`src/rtl/z88_pkg.sv`:
```
// Shared types and constants for the Blink MMU and its wait-state generator.
package z88_pkg;

    // Physical region selected by the top bits of the physical address
    typedef enum logic [2:0] {
        REG_ROM,
        REG_RAM,
        REG_CARD1,
        REG_CARD2,
        REG_CARD3,
        REG_NONE
    } region_t;

    // Wait generator states, also exported for observation
    typedef enum logic [1:0] {
        WS_IDLE,
        WS_WAIT,
        WS_HOLD
    } wait_state_t;

    localparam logic [7:0] DEF_COM_PORT  = 8'hB0;
    localparam logic [7:0] DEF_SR_PORT   = 8'hD0;
    localparam logic [7:0] DEF_RAM0_BANK = 8'h20;

    // COM bit that swaps bank RAM0_BANK into 0x0000-0x1FFF
    localparam int RAMS_BIT = 2;

    // Slot 0 holds ROM (lower half) and RAM (upper half); slots 1..3 are cards
    function automatic region_t region_of(input logic [2:0] top);
        region_t r;
        casez (top)
            3'b000:  r = REG_ROM;
            3'b001:  r = REG_RAM;
            3'b01?:  r = REG_CARD1;
            3'b10?:  r = REG_CARD2;
            3'b11?:  r = REG_CARD3;
            default: r = REG_NONE;
        endcase
        return r;
    endfunction

endpackage

```
`src/rtl/z88_wait_gen.sv`:
```
// Wait-state generator: stretches a memory access by a per-region count.
// Handshake: a new access is recognised once per mreq_n low period; wait_n is
// held low (combinationally from the detecting cycle) for exactly i_ws cycles,
// then stays high until mreq_n rises and the FSM re-arms.
module z88_wait_gen
    import z88_pkg::*;
(
    input  logic        i_clk,
    input  logic        i_rst_n,
    input  logic        i_start,
    input  logic [3:0]  i_ws,
    input  logic        i_mreq_n,
    output logic        o_wait_n,
    output wait_state_t o_state
);

    wait_state_t r_state;
    wait_state_t w_next;
    logic [3:0]  r_cnt;
    logic [3:0]  w_cnt_next;

    // State and counter registers
    always_ff @(posedge i_clk or negedge i_rst_n) begin
        if (!i_rst_n) begin
            r_state <= WS_IDLE;
            r_cnt   <= 4'd0;
        end else begin
            r_state <= w_next;
            r_cnt   <= w_cnt_next;
        end
    end

    // Next-state and wait output; the detecting cycle already counts as one
    // wait cycle, so the counter holds the wait cycles still to come.
    always_comb begin
        w_next     = r_state;
        w_cnt_next = r_cnt;
        o_wait_n   = 1'b1;
        case (r_state)
            WS_IDLE: begin
                if (i_start) begin
                    if (i_ws == 4'd0) begin
                        w_next = WS_HOLD;
                    end else begin
                        o_wait_n   = 1'b0;
                        w_cnt_next = i_ws - 4'd1;
                        w_next     = (i_ws == 4'd1) ? WS_HOLD : WS_WAIT;
                    end
                end
            end
            WS_WAIT: begin
                if (i_mreq_n) begin
                    w_next     = WS_IDLE;
                    w_cnt_next = 4'd0;
                end else begin
                    o_wait_n = 1'b0;
                    if (r_cnt <= 4'd1) begin
                        w_next     = WS_HOLD;
                        w_cnt_next = 4'd0;
                    end else begin
                        w_cnt_next = r_cnt - 4'd1;
                    end
                end
            end
            WS_HOLD: begin
                if (i_mreq_n) w_next = WS_IDLE;
            end
            default: w_next = WS_IDLE;
        endcase
        // Reset releases the CPU immediately, even mid-access
        if (!i_rst_n) o_wait_n = 1'b1;
    end

    assign o_state = r_state;

endmodule

```
`src/rtl/z88_blink_mmu.sv`:
```
// Blink MMU: segment/COM registers, 16->22 bit address mapping, slot decode,
// strobes, read-data steering and per-region wait states.
module z88_blink_mmu
    import z88_pkg::*;
#(
    parameter int unsigned SEGBITS   = 8,
    parameter int unsigned PHYS_AW   = SEGBITS + 14,
    parameter logic [7:0]  COM_PORT  = DEF_COM_PORT,
    parameter logic [7:0]  SR_PORT   = DEF_SR_PORT,
    parameter logic [7:0]  RAM0_BANK = DEF_RAM0_BANK,
    parameter int unsigned ROM_WS    = 1,
    parameter int unsigned RAM_WS    = 0,
    parameter int unsigned CARD_WS   = 2
) (
    input  logic               clk,
    input  logic               reset_n,
    input  logic [15:0]        cpu_a,
    input  logic [7:0]         cpu_do,
    output logic [7:0]         cpu_di,
    input  logic               cpu_mreq_n,
    input  logic               cpu_iorq_n,
    input  logic               cpu_rd_n,
    input  logic               cpu_wr_n,
    input  logic               cpu_m1_n,
    output logic               cpu_wait_n,
    output logic [PHYS_AW-3:0] mem_a,
    output logic [7:0]         mem_do,
    output logic               mem_oe_n,
    output logic               mem_we_n,
    output logic               rom_ce_n,
    output logic               ram_ce_n,
    output logic [2:0]         card_ce_n,
    input  logic [7:0]         rom_di,
    input  logic [7:0]         ram_di,
    input  logic [7:0]         card_di,
    output logic [7:0]         com,
    output logic [1:0]         dbg_wait_state
);

    logic [7:0]         r_com;
    logic [SEGBITS-1:0] r_sr [4];
    logic               r_wr_seen;

    logic               w_mreq;
    logic               w_io;
    logic               w_io_wr;
    logic               w_io_rd;
    logic               w_com_hit;
    logic [3:0]         w_sr_hit;
    logic               w_reg_hit;
    logic [7:0]         w_reg_val;
    logic [PHYS_AW-1:0] w_phys;
    region_t            w_region;
    logic [3:0]         w_ws;
    logic               w_start;
    wait_state_t        w_wait_state;

    // Strobes are masked while in reset so no slot is selected then
    assign w_mreq  = !cpu_mreq_n && reset_n;
    // Interrupt acknowledge (M1 with IORQ) is not a port access
    assign w_io    = !cpu_iorq_n && cpu_m1_n && reset_n;
    assign w_io_wr = w_io && !cpu_wr_n;
    assign w_io_rd = w_io && !cpu_rd_n;

    // Port decode and register readback value
    always_comb begin
        w_com_hit = (cpu_a[7:0] == COM_PORT);
        w_sr_hit  = 4'b0000;
        w_reg_val = 8'hFF;
        if (w_com_hit) w_reg_val = r_com;
        for (int n = 0; n < 4; n++) begin
            if (cpu_a[7:0] == SR_PORT + 8'(n)) begin
                w_sr_hit[n] = 1'b1;
                w_reg_val   = 8'(r_sr[n]);
            end
        end
        w_reg_hit = w_com_hit || (w_sr_hit != 4'b0000);
    end

    // I/O register writes: latch once per IORQ low period
    always_ff @(posedge clk or negedge reset_n) begin
        if (!reset_n) begin
            r_com     <= 8'h00;
            r_wr_seen <= 1'b0;
            for (int n = 0; n < 4; n++) r_sr[n] <= '0;
        end else begin
            if (cpu_iorq_n)   r_wr_seen <= 1'b0;
            else if (w_io_wr) r_wr_seen <= 1'b1;
            if (w_io_wr && !r_wr_seen) begin
                if (w_com_hit) r_com <= cpu_do;
                for (int n = 0; n < 4; n++) begin
                    if (w_sr_hit[n]) r_sr[n] <= SEGBITS'(cpu_do);
                end
            end
        end
    end

    // Logical-to-physical mapping; 0x2000-0x3FFF is the upper half of the
    // bank pair selected by SR0 (SR0 bit 0 picks the 8K half)
    always_comb begin
        case (cpu_a[15:14])
            2'b11:   w_phys = {r_sr[3], cpu_a[13:0]};
            2'b10:   w_phys = {r_sr[2], cpu_a[13:0]};
            2'b01:   w_phys = {r_sr[1], cpu_a[13:0]};
            default: begin
                if (cpu_a[13])
                    w_phys = {r_sr[0][SEGBITS-1:1], 1'b0, r_sr[0][0], cpu_a[12:0]};
                else if (r_com[RAMS_BIT])
                    w_phys = {SEGBITS'(RAM0_BANK), cpu_a[13:0]};
                else
                    w_phys = {{SEGBITS{1'b0}}, cpu_a[13:0]};
            end
        endcase
    end

    assign w_region = region_of(w_phys[PHYS_AW-1 -: 3]);

    // Wait-state count of the addressed region
    always_comb begin
        case (w_region)
            REG_ROM:   w_ws = 4'(ROM_WS);
            REG_RAM:   w_ws = 4'(RAM_WS);
            REG_CARD1,
            REG_CARD2,
            REG_CARD3: w_ws = 4'(CARD_WS);
            default:   w_ws = 4'd0;
        endcase
    end

    // Refresh (MREQ without RD/WR) never starts a wait sequence
    assign w_start = w_mreq && (!cpu_rd_n || !cpu_wr_n);

    z88_wait_gen u_wait_gen (
        .i_clk    (clk),
        .i_rst_n  (reset_n),
        .i_start  (w_start),
        .i_ws     (w_ws),
        .i_mreq_n (cpu_mreq_n),
        .o_wait_n (cpu_wait_n),
        .o_state  (w_wait_state)
    );

    assign mem_a     = w_phys[PHYS_AW-3:0];
    assign mem_do    = cpu_do;
    assign mem_oe_n  = !(w_mreq && !cpu_rd_n);
    // ROM is never write-strobed
    assign mem_we_n  = !(w_mreq && !cpu_wr_n && (w_region != REG_ROM));
    assign rom_ce_n  = !(w_mreq && (w_region == REG_ROM));
    assign ram_ce_n  = !(w_mreq && (w_region == REG_RAM));
    assign card_ce_n = {!(w_mreq && (w_region == REG_CARD3)),
                        !(w_mreq && (w_region == REG_CARD2)),
                        !(w_mreq && (w_region == REG_CARD1))};
    assign com            = r_com;
    assign dbg_wait_state = w_wait_state;

    // Read data steering: register readback, then slot data, else open bus
    always_comb begin
        cpu_di = 8'hFF;
        if (w_io_rd) begin
            if (w_reg_hit) cpu_di = w_reg_val;
        end else if (w_mreq) begin
            case (w_region)
                REG_ROM:   cpu_di = rom_di;
                REG_RAM:   cpu_di = ram_di;
                REG_CARD1,
                REG_CARD2,
                REG_CARD3: cpu_di = card_di;
                default:   cpu_di = 8'hFF;
            endcase
        end
    end

endmodule

```
`config.mk`:
```
export PLATFORM = sky130hd
export DESIGN_NAME = z88_blink_mmu
export DESIGN_NICKNAME = d
export VERILOG_FILES = /design/src/rtl/z88_pkg.sv /design/src/rtl/z88_wait_gen.sv /design/src/rtl/z88_blink_mmu.sv
export SDC_FILE = /design/constraint.sdc
export NUM_CORES = 1
export LEC_CHECK = 0
export CAP_MARGIN = 20
export CORE_ASPECT_RATIO = 0.75
export CORE_MARGIN = 2
export CORE_UTILIZATION = 60
export DETAILED_ROUTE_END_ITERATION = 8
export DONT_BUFFER_PORTS = 1
export HOLD_SLACK_MARGIN = 0.06
export PLACE_DENSITY = 0.74
export SLEW_MARGIN = 20
export SYNTH_ARGS = -nofsm -noshare
export SYNTH_HDL_FRONTEND = slang
export SYNTH_SLANG_ARGS = --single-unit
```
`constraint.sdc`:
```
create_clock -name clk -period 3.3 [get_ports clk]
set_input_delay 0.495 -clock clk [delete_from_list [all_inputs] [get_ports clk]]
set_output_delay 0.495 -clock clk [all_outputs]
set_load 0.02 [all_outputs]
```
# After elaboration in Yosys (flattened, before gate mapping)
# Cells that the tools add are included.
# totals
in_bits	55
romBits	0
latch_bits	0
output_inout_bits	54
memories	0
ram_bits	0
ff_bits	47
# classes
n_eq_ne	23
n_mux	37
n_bitwise	0
reduce_logical	45
order_cmp	1
div	0
n_addsub	2
shift	0
mul	0
# op_table
cell	count
22-bit case mux with 3 select lines	1
8-bit 2-to-1 mux	8
8-bit == test, second input constant	5
8-bit case mux with 3 select lines	1
22-bit 2-to-1 mux	1
20-bit 2-to-1 mux	1
4-bit 2-to-1 mux	4
1-bit logical AND	15
3-bit case mux with 5 select lines	1
1-bit zero test	12
2-bit 2-to-1 mux	6
2-bit == test, second input constant	5
1-bit 2-to-1 mux	10
2-bit AND reduction	5
2-bit by 1-bit == test with 1-bit output, second input constant	4
4-bit case mux with 2 select lines	1
3-bit by 1-bit == test with 1-bit output, second input constant	2
3-bit by 2-bit == test with 1-bit output, second input constant	2
3-bit zero test	2
2-bit case mux with 3 select lines	1
3-bit AND reduction	2
4-bit by 1-bit <= comparator with 1-bit output, second input constant	1
4-bit zero test	1
2-bit != test, second input constant	2
13 further kinds	15

# Longest topological paths before layout
# depth
word_depth	13
depth_mapped	12
depth_no_buf	11

# Cells and area by module
# A second synthesis with hierarchy kept.
# unflattened
hier_cells	349
area_unflattened_um2	3398.3
# modules_own_cells
mod	seq_area_each_um2	cells_each	area_per_inst_um2	n_inst
z88_blink_mmu	1026.0	298	2949.1	1
z88_wait_gen	150.1	51	449.2	1

# Least setup slack after synthesis
# Ideal clock, no wire load.
# synth_timing
path_kind	input port to flip-flop
start	input cpu_a[15]
end	register u_wait_gen.r_cnt[0]
setup_slack_ns	0.018
setup_ns	0.110
stages	12
required_ns	3.190
arrival_time_ns	3.172
n_path_buf	1
path_cell_list	buf_2 nand3b_1 a22oi_2 inv_1 ha_1 nor2b_1 nand2_1 ha_1 a2111oi_0 nor2_1 a311o_1 o41ai_1
# synth_via
elab_chain_cells	11
elab_cells_between_ends	23
classes_between	add/sub: 1; eq/ne: 11; mux: 6; reduce/logical: 5
# synth_lines
element	line	rtl
start, declared	z88_blink_mmu.sv:17	input logic [15:0] cpu_a,
2-bit by 1-bit == test with 1-bit output or 2-bit == test (tied branches)	z88_blink_mmu.sv:101	case (cpu_a[15:14])
22-bit case mux with 3 select lines (*)	z88_blink_mmu.sv:101	
3-bit by 1-bit == test with 1-bit output, or another cell as far along	z88_pkg.sv:31	casez (top)
3-bit case mux with 5 select lines (*)	z88_pkg.sv:31	
3-bit == test or 3-bit by 2-bit == test with 1-bit output (tied branches)	z88_blink_mmu.sv:120	case (w_region)
3-bit OR reduction	z88_blink_mmu.sv:120	
2-bit case mux with 2 select lines (*)	z88_blink_mmu.sv:120	
2-bit by 1-bit subtractor with 3-bit output	z88_wait_gen.sv:46	w_cnt_next = i_ws - 4'd1;
4-bit 2-to-1 mux	z88_wait_gen.sv:42	if (i_ws == 4'd0) begin
4-bit 2-to-1 mux	z88_wait_gen.sv:41	if (i_start) begin
4-bit case mux with 2 select lines	z88_wait_gen.sv:39	case (r_state)
end signal, assigned	z88_wait_gen.sv:29	r_cnt <= w_cnt_next;
end, declared	z88_wait_gen.sv:19	logic [3:0] r_cnt;
# Every way passes the cells marked *; elsewhere a longest branch is shown, timed or not. The select of a mux whose other input is x is not followed.
# A chain may end at the register's enable or synchronous reset.

# Worst setup path after layout
# layout_timing
start	register r_sr[14] (netlist bit)
end	output cpu_di[5]
# layout_via
elab_chain_cells	8
elab_cells_between_ends	16
classes_between	eq/ne: 8; mux: 5; reduce/logical: 3
# layout_lines
element	line	rtl
start, declared	z88_blink_mmu.sv:41	logic [SEGBITS-1:0] r_sr [4];
start signal, assigned by index	z88_blink_mmu.sv:92	if (w_sr_hit[n]) r_sr[n] <= SEGBITS'(cpu_do);
22-bit case mux with 3 select lines (*)	z88_blink_mmu.sv:101	
3-bit by 1-bit == test with 1-bit output, or another cell as far along	z88_pkg.sv:31	
3-bit case mux with 5 select lines (*)	z88_pkg.sv:31	
3-bit == test or 3-bit by 2-bit == test with 1-bit output (tied branches)	z88_blink_mmu.sv:162	case (w_region)
3-bit OR reduction	z88_blink_mmu.sv:162	
8-bit case mux with 3 select lines (*)	z88_blink_mmu.sv:162	
8-bit 2-to-1 mux (*)	z88_blink_mmu.sv:161	end else if (w_mreq) begin
8-bit 2-to-1 mux (*)	z88_blink_mmu.sv:159	if (w_io_rd) begin
end, declared	z88_blink_mmu.sv:19	output logic [7:0] cpu_di,
# Every way passes the cells marked *; elsewhere a longest branch is shown, timed or not.

==> metrics <==
commonest non-fill, non-tap cell in the layout dfrtp_1; Slew headroom 44.2%; Layout Skew 0.0124 ns; FILL cells 443; Site Rows 23; endpoints failing hold 0; Setup TNS Final 0 ns; RSZ-0062 raised after global routing no; synth warn 0; internal reg-to-reg setup slack 0.50 ns; port bufs 0; HP Class input pin to flop; Yosys cell types 49; CP Max Fanout 13; Top FF cell, synth dfrtp_1; ANT nets after route 0; Mapped Cells 317; vias in the first global route 2510; first-pass GRT wire length 13400 um; worst r2r path cells 10; Pwr per Cell Area 372 nW/um^2; average size of a mapped cell 10.1 sq um; max-slew violations 0; Async SR Flop Fraction 100%; Clock Latency Late Sink 0.31 ns; clock sinks 47; total CTS buffers 5; Antenna Cells 0; Post-Syn Nets 379; type of the worst setup path flop to output port; Pre-antenna DRT Iters 5; largest net degree at the start of global routing 48; global route total overflow 0; final wirelength 8680 um; I/O pin count 109; layout cell share with drive strength beyond 1 24.6%; Via-to-Cell Ratio 6.79; Finish-stage setup viols 0; hold worst-path end r_wr_seen; Mapped Area 3200 sq um; critical path data arrival time 2.64 ns; crit path capture type output port; Layout area overhead 2.97%; depth of the worst hold-timing path 1; slowest CP cell ha_1; CTS tree done; status finished, final reports clean; Worst VDD drop 187 uV; fin nets 366; post-DP HPWL 6250 um; clk slew on worst S/H paths 0.09 ns; initial antenna violation count 0; Critical R2R Capture u_wait_gen.r_cnt[0]; #FFs+latches synth 47; Hold Crit Start cpu_iorq_n; CTS Root Cell clkbuf_8; worst r2r src com[2]; number of synthesized flops with an enable pin 0; CORE AREA 5240 sq um; commonest cells after routing, fill and taps aside dfrtp_1, mux2_2, nand2_1; Tmin final 3.13 ns; Slew @ Worst Pin 0.829 ns; CP Cell Sequence a21oi_1 > a22oi_1 > inv_1 > ha_1 > nor2_1 > nand2_1 > o32ai_1 > a31oi_1 > buf_4; die area 5950 sq um; period utilisation layout 95.0%; CP max stage delay 0.42 ns; Req. time, crit path 2.80 ns; H-tree depth 2; WL per Instance 22.9 um; initial core utilization 61.2%; fmax 319 MHz; Iter 0 DRT Violations 220; GPL Wtd Cong 0.914; DIE WIDTH 88.4 um; max cap viols 0; Die Ht 67.3 um; clk buf depth 2; Finished Layout Cells 380; All-Layer GR Usage 30.1%; post-CTS setup buffer count 0; Vias 2579; CP Launch Type flop; Seq/Total Area, Yosys 36.7%; placed cell count 370; Leak 1.49 nW; DRC Markers 0
routing by layer:
metal / vias to the layer above / track usage, % / part of all wire, %
li1: 1142 / - / -
met2: 169 / 47.1 / 46
met3: 15 / 8.19 / 11
met1: 1253 / 41.5 / 41
met4: 0 / 7.77 / 1.3
met5: - / 3.64 / 0
state kept, by name, summed over array words and instances, names as in the netlist:
name	cells
u_wait_gen.r_cnt	4
com	8
r_wr_seen	1
u_wait_gen.o_state	2
r_sr	32
through the flow:
step | setup slack, ns | utilization (%) | hold slack [ns] | power (W) | area, sq um
floorplan | 0.0178 | - | 0.199 | 0.000847 | 3200
global placement | 0.430 | 60.5 | 0.200 | 0.000841 | 3170
detailed placement | 0.362 | 60.5 | 0.200 | 0.000850 | 3170
CTS | 0.180 | 63.0 | 0.251 | 0.00122 | 3300
global route | 0.0216 | 63.0 | 0.244 | 0.00128 | 3300
finish | 0.166 | 63.0 | 0.244 | 0.00123 | 3300
worst max-delay path by stage:
| stage | startpoint | slack [ns] | depth (start not counted) | end |
|---|---|---|---|---|
| 2_1_floorplan | cpu_a[15] | 0.02 | 12 | u_wait_gen.r_cnt[0] |
| 3_3_place_gp | cpu_a[13] | 0.43 | 6 | cpu_di[0] |
| 3_5_place_dp | cpu_a[15] | 0.36 | 9 | cpu_di[5] |
| 4_1_cts | r_sr[14] | 0.18 | 9 | cpu_di[5] |
| 5_1_grt | r_sr[30] | 0.02 | 9 | cpu_di[5] |
| 6_report | r_sr[14] | 0.17 | 9 | cpu_di[5] |
cell usage after synthesis, types with 4 or more instances:
cell | count | area, sq um
a2bb2oi_1 | 4 | 35.0
clkbuf_1 | 7 | 26.3
o22ai_1 | 10 | 62.6
a221oi_1 | 10 | 87.6
nor2b_1 | 6 | 37.5
a21o_1 | 4 | 30.0
inv_1 | 15 | 56.3
buf_4 | 21 | 158
nand2b_1 | 6 | 37.5
mux2i_1 | 10 | 100
o21ai_0 | 14 | 70.1
a22oi_1 | 4 | 30.0
mux2_2 | 40 | 450
a31oi_1 | 4 | 25.0
nand2_1 | 18 | 67.6
o32ai_1 | 4 | 35.0
nor2_1 | 17 | 63.8
a21oi_1 | 14 | 70.1
nand3_1 | 6 | 30.0
ha_1 | 7 | 87.6
dfrtp_1 | 47 | 1180
cells by family after synthesis:
group	count (synthesis)	share of synthesized area (%)
AOI/OAI and AO/OA	88	20.0
adders and majority gates	7	2.73
xor gates and xnor gates	1	0.273
buffers and inverters	50	8.79
and+or+nand+nor	67	11.2
DFF	47	36.7
muxes	57	20.3
area by class of cell:
class	instances	area, sq um	area share [%]
multi-input combinational	220	1750	52.9
clock inverter	3	22.5	0.683
clock buffer	5	68.8	2.09
timing repair buffer	15	135	4.10
tap	75	93.8	2.84
sequential	47	1180	35.6
inverter	15	56.3	1.71
power by group:
group	switching, W	total [W]	leakage [nW]	internal (W)
logic	0.000130	0.000228	0.793	0.0000971
registers	0.0000325	0.000631	0.650	0.000599
clock network	0.000216	0.000368	0.0485	0.000152
total	0.000378	0.00123	1.49	0.000848
worst max-delay path: cells and delay by family, from the launching register on:
kind	cells	cell delay, ns
buffers and inverters	2	0.37
flip-flops	1	0.41
AND/OR/NAND/NOR	2	0.36
adder cells (fa/ha/maj)	1	0.42
AO/OA/AOI/OAI	4	0.76
timing repair:
action | in CTS | in global routing
hold buffers | 2 | 0
hold endpoints to repair | 47 | 0
resized for setup | 0 | 0
Power figures use the tool's default switching activity.
